**config.mk**
```make
export PLATFORM = sky130hd
export DESIGN_NAME = trace_writer
export DESIGN_NICKNAME = d
export VERILOG_FILES = /design/src/rtl/trace_writer.sv
export SDC_FILE = /design/constraint.sdc
export NUM_CORES = 1
export LEC_CHECK = 0
export ABC_CLOCK_PERIOD_IN_PS = 3700
export CAP_MARGIN = 10
export CORE_ASPECT_RATIO = 0.9
export CORE_UTILIZATION = 55
export CTS_BUF_LIST = sky130_fd_sc_hd__clkbuf_8
export DETAILED_ROUTE_END_ITERATION = 10
export PLACE_DENSITY = 0.76
export SLEW_MARGIN = 20
export SYNTH_ARGS = -nofsm -noshare
export SYNTH_HDL_FRONTEND = slang
export SYNTH_SLANG_ARGS = --single-unit
```
**constraint.sdc**
```tcl
create_clock -name clk -period 3.7 [get_ports clk]
set_input_delay 0.74 -clock clk [delete_from_list [all_inputs] [get_ports clk]]
set_output_delay 0.74 -clock clk [all_outputs]
set_load 0.01 [all_outputs]
```
**src/rtl/trace_writer.sv**
```systemverilog
// trace_writer: turns PDP-11 memory-access events into ASCII trace lines
// "<type> <6 octal digits>\n", emitted one byte per accepted handshake.
// A small circular FIFO buffers events while the byte sink stalls.
module trace_writer #(
   parameter int unsigned DEPTH = 8
) (
   input  logic        clk,
   input  logic        rst_n,
   input  logic        ev_valid,
   output logic        ev_ready,
   input  logic [1:0]  ev_type,
   input  logic [15:0] ev_addr,
   output logic        tx_valid,
   input  logic        tx_ready,
   output logic [7:0]  tx_byte,
   output logic        tx_last,
   output logic        busy,
   output logic        err,
   output logic [31:0] lines_out
);

   localparam int unsigned AW = $clog2(DEPTH);
   localparam logic [AW:0] FULL_CNT = (AW+1)'(DEPTH);

   typedef enum logic {IDLE, SEND} state_t;

   state_t      state;
   logic [17:0] mem [DEPTH];
   logic [AW-1:0] wr_ptr;
   logic [AW-1:0] rd_ptr;
   logic [AW:0] count;
   logic        full;
   logic        empty;
   logic        accept;
   logic        push;
   logic        pop;
   logic        line_done;
   logic [17:0] head;
   logic [3:0]  idx;
   logic [1:0]  line_type;
   logic [15:0] line_addr;

   // Character at a given position of the line for {type, addr}
   function automatic logic [7:0] line_char(input logic [3:0] i,
                                            input logic [1:0] t,
                                            input logic [15:0] a);
      logic [7:0] c;
      case (i)
         4'd0:    c = {6'b001100, t};
         4'd1:    c = 8'h20;
         4'd2:    c = {7'b0011000, a[15]};
         4'd3:    c = {5'b00110, a[14:12]};
         4'd4:    c = {5'b00110, a[11:9]};
         4'd5:    c = {5'b00110, a[8:6]};
         4'd6:    c = {5'b00110, a[5:3]};
         4'd7:    c = {5'b00110, a[2:0]};
         4'd8:    c = 8'h0A;
         default: c = 8'h00;
      endcase
      return c;
   endfunction

   assign full      = (count == FULL_CNT);
   assign empty     = (count == '0);
   assign ev_ready  = !full;
   assign accept    = ev_valid && ev_ready;
   assign push      = accept && (ev_type != 2'd3);
   assign line_done = (state == SEND) && tx_ready && (idx == 4'd8);
   assign pop       = !empty && ((state == IDLE) || line_done);
   assign head      = mem[rd_ptr];
   assign busy      = (state == SEND) || !empty;

   // FIFO storage; contents need no reset since occupancy gates every read
   always_ff @(posedge clk) begin
      if (push) mem[wr_ptr] <= {ev_type, ev_addr};
   end

   // FIFO pointers and occupancy
   always_ff @(posedge clk or negedge rst_n) begin
      if (!rst_n) begin
         wr_ptr <= '0;
         rd_ptr <= '0;
         count  <= '0;
      end else begin
         if (push) wr_ptr <= wr_ptr + 1'b1;
         if (pop)  rd_ptr <= rd_ptr + 1'b1;
         case ({push, pop})
            2'b10:   count <= count + 1'b1;
            2'b01:   count <= count - 1'b1;
            default: count <= count;
         endcase
      end
   end

   // Line FSM: loads a FIFO head and walks the byte index with registered tx outputs
   always_ff @(posedge clk or negedge rst_n) begin
      if (!rst_n) begin
         state     <= IDLE;
         idx       <= '0;
         line_type <= '0;
         line_addr <= '0;
         tx_valid  <= 1'b0;
         tx_byte   <= 8'h00;
         tx_last   <= 1'b0;
      end else begin
         case (state)
            IDLE: begin
               if (!empty) begin
                  state     <= SEND;
                  idx       <= '0;
                  line_type <= head[17:16];
                  line_addr <= head[15:0];
                  tx_valid  <= 1'b1;
                  tx_byte   <= line_char(4'd0, head[17:16], head[15:0]);
                  tx_last   <= 1'b0;
               end
            end
            SEND: begin
               if (tx_ready) begin
                  if (idx == 4'd8) begin
                     // Chain straight into the next line so there is no bubble
                     if (!empty) begin
                        idx       <= '0;
                        line_type <= head[17:16];
                        line_addr <= head[15:0];
                        tx_byte   <= line_char(4'd0, head[17:16], head[15:0]);
                        tx_last   <= 1'b0;
                     end else begin
                        state    <= IDLE;
                        idx      <= '0;
                        tx_valid <= 1'b0;
                        tx_byte  <= 8'h00;
                        tx_last  <= 1'b0;
                     end
                  end else begin
                     idx     <= idx + 4'd1;
                     tx_byte <= line_char(idx + 4'd1, line_type, line_addr);
                     tx_last <= (idx == 4'd7);
                  end
               end
            end
            default: state <= IDLE;
         endcase
      end
   end

   // Count accepted newline bytes
   always_ff @(posedge clk or negedge rst_n) begin
      if (!rst_n) lines_out <= '0;
      else if (line_done) lines_out <= lines_out + 32'd1;
   end

   // Sticky flag for accepted illegal (type 3) events
   always_ff @(posedge clk or negedge rst_n) begin
      if (!rst_n) err <= 1'b0;
      else if (accept && (ev_type == 2'd3)) err <= 1'b1;
   end

endmodule

```
==> results.cfg, run 1 <==
[routing]
routedWlPerCell_um = 19.9
wl_um = 17500
drt_first_pass_iters = 5
via_per_inst = 5.81
vias = 5104
remaining_drc_errors = 0
route.antenna.remaining_nets = 0
drt_iter0_markers = 382

[cts]
cts-hold-fix-buffers = 0
cts_setup_buffers = 0
cts_resized = 0
cts_sinks = 218
clockRootBuffer = clkbuf_8
numCtsBuffers = 35
cts_tree = yes
clkTransAtPathRegs_ps = 60
insertion_delay_ps = 510
max-clock-path-buffers = 3
htreeDepth = 2

[worst_setup_path]
cp_slowest_stage_delay_ps = 440
cp_slowest_cell = dfrtp_1
worstPathCellList = inv_1, ha_1, nand4b_1, nand2_1, nand2_1, inv_2, ha_1, ha_1, a21o_1, a21oi_1, xnor2_1, nor2_1, xor2_1
crit_type = flip-flop to flip-flop
path_common_cell = ha_1
critPathMaxFanout = 8
cp-end-kind = flip-flop
start_kind = flip-flop
required_ps = 4100
arrival_ps = 3190

[place]
dp_hpwl_um = 11400
pre_cts_slack_ps = 643
gp_congestion = 0.865
port_buffers = 64

[logic_synthesis]
netlist_instances = 548
synthMuxAreaShare_pct = 11.6
synthFlopType = edfxtp_1
avgSynthCellArea_um2 = 16.2
synth_simple_gate_area_share_pct = 7.39
synthesis.area_um2 = 8890
synth_edf_count = 144
ys_ff_latch = 218
synthAdderAreaFrac_pct = 1.77
async_flop_share_pct = 33.9
ys_types = 55
ys_warn_count = 0
synth_top_family_by_area = multiplexers
yosysSeqAreaShare_pct = 69.5
synth-compound-area-share_pct = 4.17
synth_xor_area_share_pct = 4.12

[global_route]
grt_pass1_wl_um = 28000
grt_max_degree = 75
grt_pass1_vias = 5269
grt_use_total_pct = 22.6
antenna_found_initial = 0
overflow = 0

[power_and_ir_drop]
p_sw_share_pct = 30.4
p_clk_share_pct = 27.2
leakage_nw = 3.88
ir_drop_mv = 0.373
pwr-share-seq_pct = 47.6
powerDensity_nw_per_um2 = 665
pwr-share-comb_pct = 25.2
netSwitchingPower_mw = 2.12
p_int_mw = 4.87

[sta]
finalClockSkew_ps = 11.1
drv_slew = 0
max_slew_margin_pct = 37.2
tns_ps = 0
period_share_pct = 75.5
hold_violations = 0
grt_setup_unrepaired = no
worst_slew_pin_slew_ps = 941
max_freq_mhz = 358
final.setup.worst_slack_ps = 907
setup_viol = 0
min_period_ps = 2790

[floorplanning]
row_count = 43
ios = 67
fp.dieH_um = 123
die_w_um = 136
die-area_um2 = 16700
start_util_pct = 57.0
core_um2 = 15600

[finish]
diodes = 0
drive_gt1_share_pct = 16.7
layout.nets = 685
area_growth_pct = 18.4
final_util_pct = 67.4

[run]
maxCapViolations = 0

[worst_hold_path]
hold_class = input port to asynchronous set/reset pin

[run_status]
status = completed
[power by group through the flow]
stage | logic [mW] | registers (mW) | clock network (mW)
4_1_cts | 1.78 | 3.33 | 1.96
3_3_place_gp | 1.71 | 3.35 | 0
3_5_place_dp | 1.77 | 3.38 | 0
2_1_floorplan | 1.31 | 3.20 | 0
6_report | 1.76 | 3.33 | 1.90
5_1_grt | 1.92 | 3.38 | 2.07
[cell families (layout without fill, tap and decap cells)]
group | Yosys count | after routing
simple gates | 130 | 130
mux | 58 | 58
compound gates | 59 | 59
other cells | 1 | 2
xor+xnor | 41 | 41
flops | 218 | 218
buf+inv | 29 | 156
fa+ha+maj | 12 | 12
[worst max-delay path, delay by kind of cell, from the launching register on]
family / cells / cell delay, ps
compound gates: 2 / 330
xor+xnor: 2 / 270
fa+ha+maj: 3 / 870
buf+inv: 2 / 260
flops: 1 / 440
simple gates: 4 / 510
[layer usage]
layer  up-vias  wire [um]  global-route usage (%)
met4         0        480                    9.24
met2       193       8530                    36.1
met1      2566       7350                    30.4
li1       2302          -                       -
met3        43       1090                    4.83
met5         -          0                       0
[layout by cell type (no fill, tap or decap), types with 21 or more instances in the layout]
cell type / n
nand2_1: 38
clkbuf_8: 37
dfrtp_1: 73
clkdlybuf4s50_1: 63
nor2_1: 31
edfxtp_1: 144
mux4_2: 36
buf_4: 22
a21oi_1: 21
xnor2_1: 30
[per-stage QoR]
| stage | std cells | instance area [um2] | power [mW] | hold slack [ps] |
|---|---|---|---|---|
| 2_1_floorplan | 549 | 8890 | 4.52 | 444 |
| 3_3_place_gp | 816 | 9880 | 5.06 | 460 |
| 3_5_place_dp | 816 | 9880 | 5.15 | 462 |
| 4_1_cts | 878 | 10500 | 7.07 | 387 |
| 5_1_grt | 878 | 10500 | 7.37 | 437 |
| 6_report | 878 | 10500 | 7.00 | 374 |
[cell usage after synthesis, types with 8 or more instances]
| cell type | instances | area, um2 |
|---|---|---|
| and3_1 | 8 | 50.1 |
| nor2_1 | 31 | 116 |
| ha_1 | 11 | 138 |
| nand2_1 | 38 | 143 |
| xnor2_1 | 30 | 263 |
| edfxtp_1 | 144 | 4320 |
| nor3_1 | 8 | 40.0 |
| xor2_1 | 10 | 87.6 |
| mux2i_1 | 19 | 190 |
| o21ai_0 | 14 | 70.1 |
| a21oi_1 | 21 | 105 |
| clkbuf_1 | 10 | 37.5 |
| dfrtp_1 | 74 | 1850 |
| mux4_2 | 36 | 811 |
| nand3_1 | 17 | 85.1 |
[registers in the layout, indices dropped and copies added, names as in the netlist]
name / count
tx_valid: 1
lines_out: 32
idx: 4
count: 4
err: 1
rd_ptr: 3
line_addr: 16
wr_ptr: 3
line_type: 2
mem: 144
tx_last: 1
tx_byte: 6
state: 1
[final timing paths]
path / startpoint / endpoint / slack [ps] / depth (start not counted)
max: idx[1]$_DFFE_PN0P_ / count[3]$_DFFE_PN0P_ / 910 / 13
min: rst_n / wr_ptr[0]$_DFFE_PN0P_ / 370 / 1
max reg2reg: idx[1]$_DFFE_PN0P_ / count[3]$_DFFE_PN0P_ / 910 / 13
min reg2reg: lines_out[31]$_DFFE_PN0P_ / lines_out[31]$_DFFE_PN0P_ / 470 / 1
max in group asynchronous: rst_n / rd_ptr[0]$_DFFE_PN0P_ / 2660 / 1
min in group clk: lines_out[31]$_DFFE_PN0P_ / lines_out[31]$_DFFE_PN0P_ / 470 / 1
[final cells by class]
class,instances,area [um2]
tap,202,253
fill,1052,5080
timing repair buffer,86,816
clock buffer,37,509
clock inverter,25,134
inverter,8,30.0
multi-input combinational,302,2600
sequential,218,6180
No activity file was read; power rests on OpenSTA's default activity.
==> run 2: changes to the inputs <==
--- a/config.mk
+++ b/config.mk
@@ -5,13 +5,13 @@
 export SDC_FILE = /design/constraint.sdc
 export NUM_CORES = 1
 export LEC_CHECK = 0
-export ABC_CLOCK_PERIOD_IN_PS = 3700
+export ABC_CLOCK_PERIOD_IN_PS = 2300
 export CAP_MARGIN = 10
 export CORE_ASPECT_RATIO = 0.9
 export CORE_UTILIZATION = 55
 export CTS_BUF_LIST = sky130_fd_sc_hd__clkbuf_8
 export DETAILED_ROUTE_END_ITERATION = 10
-export PLACE_DENSITY = 0.76
+export PLACE_DENSITY = 0.79
 export SLEW_MARGIN = 20
 export SYNTH_ARGS = -nofsm -noshare
 export SYNTH_HDL_FRONTEND = slang
==> constraint.sdc (replaced) <==
create_clock -name clk -period 2.3 [get_ports clk]
set_input_delay 0.46 -clock clk [delete_from_list [all_inputs] [get_ports clk]]
set_output_delay 0.46 -clock clk [all_outputs]
set_load 0.01 [all_outputs]
==> run 2 against run 1 <==
Compared with the run above: the flow now finishes with violations (negative hold slack, negative setup slack); setup slack lost 940 ps; power grew 66%; combinational power grew 94%; routed wire length grew 0.61%; global-route usage shrank 0.30 points; clock skew grew 7.8 ps; die area is the same; clock power grew 59%; via count grew 1.4%; utilization grew 2.8 points; cell area grew 4.2%; highest routed layer unchanged.
==> results.cfg, run 2 (same netlist as run 1, synthesis figures left out) <==
[worst_setup_path]
startpoint = count[0]$_DFFE_PN0P_
start_kind = flip-flop
reg2regPathDepth = 11
critPathMaxFanout = 4
cp_top_family = simple AND/OR/NAND/NOR gates
worstPathCellList = or4b_4, nand2_4, a21oi_2, inv_2, ha_4, ha_4, a21o_1, a21oi_2, xnor2_1, nor2_1, xor2_1
required_ps = 2690
crit_type = flip-flop to flip-flop
arrival_ps = 2730
cp-endpoint = count[3]$_DFFE_PN0P_
r2r_slack_ps = -40
crit_cells = 11
rr_endpoint = count[3]$_DFFE_PN0P_
crit_buf_inv = 1
cp_slowest_cell = or4b_4
cp_slowest_stage_delay_ps = 570
reg2reg_from = count[0]$_DFFE_PN0P_
cp-end-kind = flip-flop

[routing]
wl_um = 17600
remaining_drc_errors = 0
routedWlPerCell_um = 19.4
drt_first_pass_iters = 5
drt_iter0_markers = 248
vias = 5174
via_per_inst = 5.73
route.antenna.remaining_nets = 0

[cts]
cts_sinks = 218
max-clock-path-buffers = 3
insertion_delay_ps = 500
htreeDepth = 2
cts_tree = yes
numCtsBuffers = 35
cts-hold-fix-buffers = 0
clockRootBuffer = clkbuf_8
clkTransAtPathRegs_ps = 60

[run_status]
status = complete, but fails checks
violations = negative hold slack, negative setup slack

[global_route]
grt_pass1_wl_um = 28000
grt_max_degree = 53
grt_use_total_pct = 22.3
grt_pass1_vias = 5537
overflow = 0
antenna_found_initial = 0

[sta]
max_freq_mhz = 428
drv_slew = 0
grt_setup_unrepaired = yes
hold_ws_ps = -17.1
worst_slew_pin_slew_ps = 662
max_slew_margin_pct = 55.8
final.setup.worst_slack_ps = -35.7
period_share_pct = 102
finalClockSkew_ps = 18.8
hold_violations = 21
setup_viol = 1
min_period_ps = 2340

[floorplanning]
row_count = 43
start_util_pct = 57.0
die-area_um2 = 16700
core_um2 = 15600
fp.dieH_um = 123
ios = 67
die_w_um = 136

[finish]
layout.nets = 710
final_common_cell = edfxtp_1
top_register = mem
drive_gt1_share_pct = 22.0
diodes = 0
final_design_area_no_fill_um2 = 11000
largest_reg_flops = 144
area_growth_pct = 23.3
layout_common_cells = 144 x edfxtp_1, 72 x dfrtp_1, 61 x clkdlybuf4s50_1
reg_top3 = mem: 144 flops, lines_out: 32 flops, line_addr: 16 flops

[power_and_ir_drop]
p_total_mw = 11.6
leakage_nw = 4.08
ir_drop_mv = 0.561
powerDensity_nw_per_um2 = 1060

[place]
dp_hpwl_um = 10700
gp_congestion = 0.835
placed_area_um2 = 10200
port_buffers = 64
pre_cts_slack_ps = -302

[run]
maxCapViolations = 0

[worst_hold_path]
hold_class = input port to asynchronous set/reset pin
## run 2: cell type report
class                      instances  area (um2)
timing repair buffer             111        1150
inverter                           8        32.5
multi-input combinational        302        2720
tap                              202         253
clock buffer                      37         509
sequential                       218        6180
clock inverter                    25         128
fill                            1002        4640
## run 2: how the worst min path moves through the flow
stage	startpoint	end	depth (start not counted)
2_1_floorplan	rst_n	count[0]$_DFFE_PN0P_	0
3_3_place_gp	err$_DFFE_PN0P_	err$_DFFE_PN0P_	1
3_5_place_dp	err$_DFFE_PN0P_	err$_DFFE_PN0P_	1
4_1_cts	rst_n	idx[3]$_DFFE_PN0P_	1
5_1_grt	rst_n	count[3]$_DFFE_PN0P_	1
6_report	rst_n	count[1]$_DFFE_PN0P_	1
## run 2: power breakdown
group / total (mW) / internal [mW] / switching, mW
logic: 3.42 / 1.71 / 1.71
registers: 5.19 / 4.82 / 0.371
clock network: 3.02 / 1.60 / 1.42
total: 11.6 / 8.13 / 3.51
## run 2: per-stage QoR
stage	instances	utilization, %	TNS (ps)
floorplan	549	-	-7630
global placement	836	65.3	-10860
detailed placement	836	65.3	-13710
CTS	900	69.7	-153
global route	903	70.3	-304
finish	903	70.3	-35.7
## run 2: routing by layer
layer / up-vias / track usage (%) / part of all wire, %
li1: 2361 / - / -
met1: 2624 / 29.5 / 43
met2: 153 / 37.0 / 49
met3: 36 / 3.84 / 4.8
met4: 0 / 8.89 / 2.3
met5: - / 0 / 0
## run 2: timing repair
item | CTS | global route
endpoints found under the setup margin | 4 | 77
resized for setup | 8 | 12
cloned | 0 | 1
pin swaps | 1 | 11
buffers inserted | 2 | 2
==> run 3: changes to the inputs <==
--- a/config.mk
+++ b/config.mk
@@ -12,6 +12,7 @@
 export CTS_BUF_LIST = sky130_fd_sc_hd__clkbuf_8
 export DETAILED_ROUTE_END_ITERATION = 10
 export PLACE_DENSITY = 0.79
+export RECOVER_POWER = 25
 export SLEW_MARGIN = 20
 export SYNTH_ARGS = -nofsm -noshare
 export SYNTH_HDL_FRONTEND = slang
==> run 3 against run 2 <==
Compared with the run above: the run ends with negative setup slack left; hold slack improved by 250 ps; via count is 0.44% lower; clock power is essentially flat; setup slack about the same; power is essentially flat; global-route usage did not move; cell area about the same; combinational power about the same; cell count did not move; critical path depth did not move; utilization shrank 0.064 points; non-clock buffer count did not move; critical path type unchanged; largest power group unchanged.
==> results.cfg, run 3 (same netlist as run 1, synthesis figures left out) <==
[cts]
cts-hold-fix-buffers = 0
numCtsBuffers = 35
insertion_delay_ps = 500
cts_sinks = 218
max-clock-path-buffers = 3
clockRootBuffer = clkbuf_8
clkTransAtPathRegs_ps = 60
htreeDepth = 2
cts_tree = yes

[sta]
finalClockSkew_ps = 18.9
setup_viol = 1
min_period_ps = 2340
max_freq_mhz = 428
drv_slew = 0
grt_setup_unrepaired = yes
max_slew_margin_pct = 13.5
hold_violations = 0
period_share_pct = 102
final.setup.worst_slack_ps = -35.7
worst_slew_pin_slew_ps = 1300

[worst_hold_path]
hold_class = input port to asynchronous set/reset pin

[worst_setup_path]
cp_slowest_stage_delay_ps = 570
reg2reg_from = count[0]$_DFFE_PN0P_
crit_buf_inv = 1
r2r_slack_ps = -40
crit_type = flip-flop to flip-flop
critPathMaxFanout = 4
cp_slowest_cell = or4b_4
reg2regPathDepth = 11
required_ps = 2690
start_kind = flip-flop
worstPathCellList = or4b_4, nand2_4, a21oi_2, inv_2, ha_4, ha_4, a21o_1, a21oi_2, xnor2_1, nor2_1, xor2_1
cp_top_family = simple AND/OR/NAND/NOR gates
rr_endpoint = count[3]$_DFFE_PN0P_
cp-end-kind = flip-flop
arrival_ps = 2730

[floorplanning]
start_util_pct = 57.0
die-area_um2 = 16700
fp.dieH_um = 123
row_count = 43
core_um2 = 15600
die_w_um = 136
ios = 67

[routing]
drt_first_pass_iters = 4
drt_iter0_markers = 248
vias = 5151
wl_um = 17600
route.antenna.remaining_nets = 0
remaining_drc_errors = 0
via_per_inst = 5.70
routedWlPerCell_um = 19.4

[global_route]
grt_max_degree = 53
use_met2_pct = 37.0
top_usage_layer = met2
met3_usage_pct = 3.84
overflow = 0
grtUsageMet1_pct = 29.5
grt_pass1_wl_um = 28000
antenna_found_initial = 0
grt_pass1_vias = 5537
grt_use_total_pct = 22.3

[finish]
area_growth_pct = 23.2
final_util_pct = 70.2
layout_common_cells = 144 x edfxtp_1, 72 x dfrtp_1, 55 x clkdlybuf4s50_1
top_register = mem
layout.nets = 710
reg_top3 = mem: 144 flops, lines_out: 32 flops, line_addr: 16 flops
final_common_cell = edfxtp_1
fillers = 1007
drive_gt1_share_pct = 21.7
largest_reg_flops = 144
diodes = 0

[power_and_ir_drop]
ir_drop_mv = 0.557
powerDensity_nw_per_um2 = 1060
leakage_nw = 4.07

[place]
port_buffers = 64
pre_cts_slack_ps = -302
dp_hpwl_um = 10700
gp_congestion = 0.835

[run_status]
violations = negative setup slack
status = complete, but fails checks

[run]
maxCapViolations = 0
==> run 3: cell types whose count changed in the layout (fill, tap and decap cells not counted), sizes merged <==
cell           before  now
clkdlybuf4s50      61   55
dlygate4sd3         0    6
buf                47   44
clkbuf             38   41
==> run 3: area by class of cell <==
cell class	count	area, um2	share of cell area (%)
flip-flops and latches	218	6180	56.4
multi-input cells	302	2720	24.8
repair buffers	111	1140	10.4
clock buffers	37	509	4.65
well taps	202	253	2.31
clock inverters	25	128	1.16
inverters	8	32.5	0.297
==> run 3: power breakdown <==
part	internal (mW)	total (mW)	switching, mW
sequential	4.82	5.19	0.370
combinational	1.71	3.42	1.71
clock	1.60	3.02	1.42
total	8.13	11.6	3.50
==> run 3: per-stage QoR <==
step                area (um2)  power [mW]  setup TNS (ps)  hold WS, ps  std cells
floorplan                 8960        7.34           -7630          164        549
global placement         10200        8.39          -10860          458        836
detailed placement       10200        8.54          -13710          470        836
finish                   11000        11.6           -35.7          233        903
CTS                      10900        11.6            -153         5.95        900
global route             11000        12.3            -304          338        903
==> run 3: how the worst max path moves through the flow <==
stage	start	end	depth (start not counted)
2_1_floorplan	count[0]$_DFFE_PN0P_	count[3]$_DFFE_PN0P_	12
3_3_place_gp	tx_ready	lines_out[21]$_DFFE_PN0P_	7
3_5_place_dp	tx_ready	count[3]$_DFFE_PN0P_	12
4_1_cts	count[0]$_DFFE_PN0P_	count[3]$_DFFE_PN0P_	11
5_1_grt	count[0]$_DFFE_PN0P_	count[3]$_DFFE_PN0P_	11
6_report	count[0]$_DFFE_PN0P_	count[3]$_DFFE_PN0P_	11
==> run 3: timing repair <==
action,4_1_cts,5_1_grt
gates resized for setup,8,12
endpoints found under the setup margin,4,77
cloned,0,1
pin swaps,1,11
buffers inserted,2,2
==> run 3: per-layer routing <==
layer  part of all wire [%]  vias to the layer above
li1                       -                     2360
met5                      0                        -
met4                    2.3                        0
met1                     43                     2607
met3                    4.9                       36
met2                     49                      148
